===== config.mk =====
export PLATFORM = sky130hd
export DESIGN_NAME = ieee2flopoco_cvt
export DESIGN_NICKNAME = d
export VERILOG_FILES = /design/src/rtl/ieee2flopoco_cvt.sv
export SDC_FILE = /design/constraint.sdc
export NUM_CORES = 1
export LEC_CHECK = 0
export BUFFER_PORTS_ARGS = -buffer_cell sky130_fd_sc_hd__buf_2
export CAP_MARGIN = 20
export CORE_MARGIN = 4
export CORE_UTILIZATION = 40
export CTS_CLUSTER_SIZE = 8
export DETAILED_ROUTE_END_ITERATION = 6
export PLACE_DENSITY = 0.75
export SLEW_MARGIN = 20
export SYNTH_ARGS = -nofsm -noshare
export SYNTH_HDL_FRONTEND = slang
export SYNTH_SLANG_ARGS = --single-unit

===== constraint.sdc =====
create_clock -name clk -period 1.41 [get_ports clk]
set_clock_uncertainty 0.2 [all_clocks]
set_input_delay 0.2115 -clock clk [delete_from_list [all_inputs] [get_ports clk]]
set_output_delay 0.2115 -clock clk [all_outputs]
set_load 0.01 [all_outputs]

===== src/rtl/ieee2flopoco_cvt.sv =====
// IEEE-754 binary -> FloPoCo {exn, sign, exp, frac} converter, two-stage valid/ready pipeline.
// Define FCVT_STATS_EN to add saturating NaN / flushed-subnormal input counters.
module ieee2flopoco_cvt #(
  parameter int WE = 8,
  parameter int WF = 23
`ifdef FCVT_STATS_EN
  ,
  parameter int CNT_W = 16
`endif
) (
  input  logic             clk,
  input  logic             rst,
  input  logic             in_valid,
  output logic             in_ready,
  input  logic [WE+WF:0]   in_data,
  output logic             out_valid,
  input  logic             out_ready,
  output logic [WE+WF+2:0] out_data
`ifdef FCVT_STATS_EN
  ,
  output logic [CNT_W-1:0] nan_count,
  output logic [CNT_W-1:0] flush_count
`endif
);

  // Handshake: a word moves on any rising edge where its valid and the
  // consumer's ready are both high; each stage advances when empty or when the
  // stage after it advances, so in_ready is purely combinational (no skid).
  logic w_s2_adv;
  logic w_s1_adv;

  logic            w_in_sign;
  logic [WE-1:0]   w_in_exp;
  logic [WF-1:0]   w_in_frac;
  logic            w_in_exp_zero;
  logic            w_in_exp_ones;
  logic            w_in_frac_zero;

  logic            r_s1_valid;
  logic            r_s1_sign;
  logic [WE-1:0]   r_s1_exp;
  logic [WF-1:0]   r_s1_frac;
  logic            r_s1_exp_zero;
  logic            r_s1_exp_ones;
  logic            r_s1_frac_zero;

  logic              r_s2_valid;
  logic [WE+WF+2:0]  r_s2_data;
  logic [1:0]        w_exn;
  logic              w_keep;
  logic [WE+WF+2:0]  w_s2_next;

  assign w_s2_adv = ~r_s2_valid | out_ready;
  assign w_s1_adv = ~r_s1_valid | w_s2_adv;
  assign in_ready = w_s1_adv;

  assign w_in_sign      = in_data[WE+WF];
  assign w_in_exp       = in_data[WE+WF-1:WF];
  assign w_in_frac      = in_data[WF-1:0];
  assign w_in_exp_zero  = ~|w_in_exp;
  assign w_in_exp_ones  = &w_in_exp;
  assign w_in_frac_zero = ~|w_in_frac;

  always_ff @(posedge clk) begin
    if (rst) begin
      r_s1_valid     <= 1'b0;
      r_s1_sign      <= 1'b0;
      r_s1_exp       <= '0;
      r_s1_frac      <= '0;
      r_s1_exp_zero  <= 1'b0;
      r_s1_exp_ones  <= 1'b0;
      r_s1_frac_zero <= 1'b0;
    end else if (w_s1_adv) begin
      r_s1_valid <= in_valid;
      if (in_valid) begin
        r_s1_sign      <= w_in_sign;
        r_s1_exp       <= w_in_exp;
        r_s1_frac      <= w_in_frac;
        r_s1_exp_zero  <= w_in_exp_zero;
        r_s1_exp_ones  <= w_in_exp_ones;
        r_s1_frac_zero <= w_in_frac_zero;
      end
    end
  end

  // Subnormals collapse to zero; inf/NaN drop exponent and payload.
  always_comb begin
    w_exn  = 2'b01;
    w_keep = 1'b1;
    if (r_s1_exp_zero) begin
      w_exn  = 2'b00;
      w_keep = 1'b0;
    end else if (r_s1_exp_ones) begin
      w_exn  = r_s1_frac_zero ? 2'b10 : 2'b11;
      w_keep = 1'b0;
    end
    w_s2_next = {w_exn, r_s1_sign,
                 w_keep ? r_s1_exp  : {WE{1'b0}},
                 w_keep ? r_s1_frac : {WF{1'b0}}};
  end

  always_ff @(posedge clk) begin
    if (rst) begin
      r_s2_valid <= 1'b0;
      r_s2_data  <= '0;
    end else if (w_s2_adv) begin
      r_s2_valid <= r_s1_valid;
      if (r_s1_valid) begin
        r_s2_data <= w_s2_next;
      end
    end
  end

  assign out_valid = r_s2_valid;
  assign out_data  = r_s2_data;

`ifdef FCVT_STATS_EN
  logic             w_accept;
  logic [CNT_W-1:0] r_nan_cnt;
  logic [CNT_W-1:0] r_flush_cnt;

  assign w_accept = in_valid & in_ready;

  always_ff @(posedge clk) begin
    if (rst) begin
      r_nan_cnt   <= '0;
      r_flush_cnt <= '0;
    end else if (w_accept) begin
      if (w_in_exp_ones && !w_in_frac_zero && !(&r_nan_cnt)) begin
        r_nan_cnt <= r_nan_cnt + {{(CNT_W-1){1'b0}}, 1'b1};
      end
      if (w_in_exp_zero && !w_in_frac_zero && !(&r_flush_cnt)) begin
        r_flush_cnt <= r_flush_cnt + {{(CNT_W-1){1'b0}}, 1'b1};
      end
    end
  end

  assign nan_count   = r_nan_cnt;
  assign flush_count = r_flush_cnt;
`endif

endmodule


# After elaboration in Yosys (flattened, before gate mapping)

Index checks and enable logic that the tools add are counted.

Flip-flop bits (word level): 71
Input port bits: 36
Output and inout bits: 36
Word-level logic and storage cells: 27

Muxes and demuxes: 7
Bitwise gates (word level): 4
Reduce and logical (&&, ||, !) cells: 7

Operators with widths:

| kind              | count |
|---|---|
| $mux W23          | 1 |
| $reduce_or A23 Y1 | 1 |
| $mux W8           | 1 |
| $reduce_and A8 Y1 | 1 |
| $reduce_or A8 Y1  | 1 |
| $mux W2           | 2 |
| $reduce_and A2 Y1 | 2 |
| $mux W1           | 3 |
| $logic_not A1 Y1  | 2 |
| $not A1 Y1        | 2 |
| $or A1 B1 Y1      | 2 |

# Logic depth before layout (Yosys ltp)

Depth after elaboration: 4
Gate-level depth with buffers: 6
Gate-level depth less buffers: 4

# Least setup slack after synthesis

Ideal clock, no wire load.

Path kind: reg-to-reg
Start: register r_s2_valid (netlist: out_valid)
End: register r_s1_exp[0]
Library setup time: 132 ps
Data arrival time: 1081 ps
Data required time: 1078 ps
Setup slack: -3 ps
Stages on the path, launching flop included: 7
Buffers on the path: 2
Clock period less this slack: 1413 ps
Cell sequence: dfxtp_1 > nand3b_4 > and2_1 > buf_6 > buf_6 > nand2_1 > a21oi_1

Longest elaborated chain between the ends: 4

Ends and longest elaborated chain:

| item                        | line | text |
|---|---|---|
| start: declaration          | 47   | `logic r_s2_valid;` |
| start signal: assignment    | 107  | `r_s2_valid <= r_s1_valid;` |
| $not A1 Y1                  | 53   | `assign w_s2_adv = ~r_s2_valid \| out_ready;` |
| $or A1 B1 Y1                | 53   |  |
| $or A1 B1 Y1                | 54   | `assign w_s1_adv = ~r_s1_valid \| w_s2_adv;` |
| net in_ready                | 14   | `output logic in_ready,` |
| $reduce_and A2 Y1 (no line) | -    |  |
| end signal: assignment      | 77   | `r_s1_exp <= w_in_exp;` |
| end: declaration            | 41   | `logic [WE-1:0] r_s1_exp;` |

The timed path passes the listed nets, and every way through them passes these cells.
A chain may end at the register's enable or synchronous reset.

# Worst setup path after layout

Start: input port in_data[23]
End: register r_s1_exp_ones

Longest elaborated chain between the ends: 1

Ends and longest elaborated chain:

| item                   | line | text |
|---|---|---|
| start: declaration     | 15   | `input logic [WE+WF:0] in_data,` |
| $reduce_and A8 Y1      | 61   | `assign w_in_exp_ones = &w_in_exp;` |
| end signal: assignment | 80   | `r_s1_exp_ones <= w_in_exp_ones;` |
| end: declaration       | 44   | `logic r_s1_exp_ones;` |

No other way between the ends.

==> impl_metrics.json <==
{
  "status": "completed",
  "rsz_0062_raised_after_global_routing": "true",
  "drv_cap": 0,
  "setup_ws_ps": 3.84,
  "finalHoldViolCount": 0,
  "die_area_mm2": 0.00798,
  "drive_above_1_share_pct": 26.3,
  "initial_core_util_pct": 41.4,
  "post-place-ws_ps": -29.5,
  "crit_path_launch_type": "input pin",
  "max_slew_violations": 0,
  "class_of_the_tightest_hold_or_removal_check": "in2reg",
  "netlist_top_cells_count": "104 x nand2_1, 72 x a21oi_1, 71 x dfxtp_1, 32 x nand3_1, 9 x buf_2",
  "hold-worst-slack_ps": 23.6,
  "critical_path_source": "in_data[23]",
  "vias_in_the_first_global_route": 2438,
  "final_design_area_no_fill_mm2": 0.00370,
  "die-width_um": 89.3,
  "antenna_diode_instance_count": 0,
  "pin_slew_with_the_least_headroom_to_its_limit_ps": 429,
  "yosys_warnings": 0,
  "pwr_density_cell_mw_per_mm2": 1140,
  "hold_path.startpoint": "out_ready",
  "cts-buffers-inserted": 9,
  "clock_tree.root_cell": "clkbuf_8",
  "synth-edff-count": 0,
  "synth_top_cells_by_area": "dfxtp_1 54%, nand2_1 15%, a21oi_1 14%, nand3_1 6.1%, buf_6 3.0%",
  "synthDominantAreaCellType": "dfxtp_1",
  "drt-total-wl_mm": 7.16,
  "post_synth_inst_count": 326,
  "maxClockFrequency_mhz": 711,
  "globalRouteTotalUtil_pct": 18.1,
  "path_clk_slew_ps": 70,
  "p_total_mw": 4.21,
  "post_detailed_placement_half_perimeter_wirelength_mm": 4.43,
  "fp-row-count": 29,
  "placed_area_mm2": 0.00308,
  "synthDominantCellAreaShare_pct": 53.7,
  "grt_first_pass_wirelength_mm": 11.2,
  "synthesis.area_per_instance_um2": 8.11,
  "crit_fanout": 3,
  "power.ir.vdd_worst_v": 0.000761,
  "max-slew-margin-rel_pct": 71.1,
  "number_of_distinct_library_cell_variants_in_the_gate_level_netlist_after_synthesis": 20,
  "synth.area.mux_share_pct": 0,
  "layout_min_cycle_time_ps": 1410,
  "route.detailed.wl_per_inst_um": 13.9,
  "cts_htree_levels": 3,
  "route.antenna.remaining_nets": 0,
  "cts.path.max_buffers": 2,
  "leakage_nw": 1.55,
  "drtIter0Drc": 158,
  "drt-vias-per-instance": 5.02,
  "antenna_found_initial": 0,
  "rr_startpoint": "out_valid",
  "asyncSetResetFlopFracSynth_pct": 0,
  "area_growth_syn_to_layout_pct": 40.1,
  "xor_and_xnor_area_share_after_synthesis_pct": 0,
  "port_buffers": 71,
  "worst-endpoint-required_ps": 1480,
  "number_of_flip_flops_in_the_largest_register": 34,
  "synth_simple_gate_area_share_pct": 26.3,
  "setup_viol": 0,
  "critPathCaptureType": "register",
  "synth_seq_cells": 71,
  "multi_input_area_mm2": 0.00110,
  "numClockSinks": 71,
  "synthAdderAreaFrac_pct": 0,
  "drt-pass1-iter-count": 4,
  "top_level_ports": 72,
  "globalRoute.totalOverflow": 0,
  "layout.area.seq_mm2": 0.00143,
  "maximum_number_of_pins_on_one_net_before_global_route_repair": 72,
  "die_y_um": 89.3,
  "via_count": 2587,
  "path_class": "in2reg",
  "critPathArrivalTime_ps": 1480,
  "cts_tree": "built",
  "postCtsSetupRepairBufs": 0,
  "finish.net_count": 469,
  "min_period_over_period_pct": 99.7,
  "core_area_mm2": 0.00639,
  "synth_seq_area_share_pct": 53.7,
  "worstSkewPairLatency_ps": 330,
  "fillerInstances": 579,
  "ys_flop_type": "dfxtp_1",
  "yosysMostFrequentCell": "nand2_1",
  "synth_area_mm2": 0.00265,
  "synth_compound_area_share_pct": 13.6,
  "synth_top_family_by_area": "simple AND/OR/NAND/NOR gates",
  "drc": 0,
  "gp_routability_congestion": 0.793,
  "synth.net_count": 362
}
layer usage:
metal	part of all wire [%]	track usage [%]
met1	41	21.9
met2	51	30.4
met3	6.9	5.81
met4	1.1	6.09
met5	0	0
cell families after synthesis:
group | after synthesis
buf+inv | 27
flops | 71
simple gates | 156
compound gates | 72
per-stage QoR:
| stage | setup TNS [ps] | utilization, % | cells |
|---|---|---|---|
| after global routing | -232 | 58.0 | 515 |
| after floorplan | 0 | - | 326 |
| final | 0 | 58.0 | 515 |
| after global placement | -6.15 | 48.3 | 465 |
| after detailed placement | -229 | 48.3 | 465 |
| after CTS | 0 | 56.6 | 514 |
worst max-delay path, stage by stage:
cell	delay, ps
dlygate4sd3_1	530
buf_2	150
nand4_1	90
or3_1	360
a21oi_2	130
final cells by class:
type | instances | area share [%]
inverter | 2 | 0.203
sequential | 71 | 38.6
clock inverter | 2 | 1.05
tap | 77 | 2.60
timing repair buffer | 121 | 23.4
multi-input combinational | 228 | 29.8
clock buffer | 14 | 4.39
layout by cell type, fill, tap and decap left out, types with 2 or more instances in the layout:
cell | netlist | routed
nand2_1 | 104 | 104
buf_2 | 9 | 69
dfxtp_1 | 71 | 69
a21oi_1 | 72 | 67
dlygate4sd3_1 | 0 | 33
nand3_1 | 32 | 32
buf_4 | 1 | 14
clkbuf_8 | 0 | 11
a21oi_2 | 0 | 5
nor4_1 | 7 | 5
nand4_1 | 3 | 3
clkbuf_1 | 8 | 3
and2_4 | 0 | 2
inv_1 | 2 | 2
dfxtp_4 | 0 | 2
buf_6 | 7 | 2
buf_12 | 0 | 2
power by group:
part           leakage (nW)  switching [mW]  internal (mW)
registers             0.581          0.0413           2.08
logic                 0.865           0.242          0.219
clock network         0.101           0.705          0.921
worst paths after layout:
kind | end | slack [ps] | depth (start not counted)
setup / recovery | r_s1_exp_ones | 4 | 5
hold / removal | r_s1_valid | 20 | 3
setup reg to reg | out_data[33] | 40 | 5
hold reg to reg | out_data[16] | 250 | 2
timing repair:
action	4_1_cts	5_1_grt
endpoints found under the hold margin	35	0
endpoints found under the setup margin	30	59
pin swaps	0	1
cloned	0	1
resized for setup	1	17
hold buffers	33	0
Note: power is estimated with default switching activity, not from simulation.
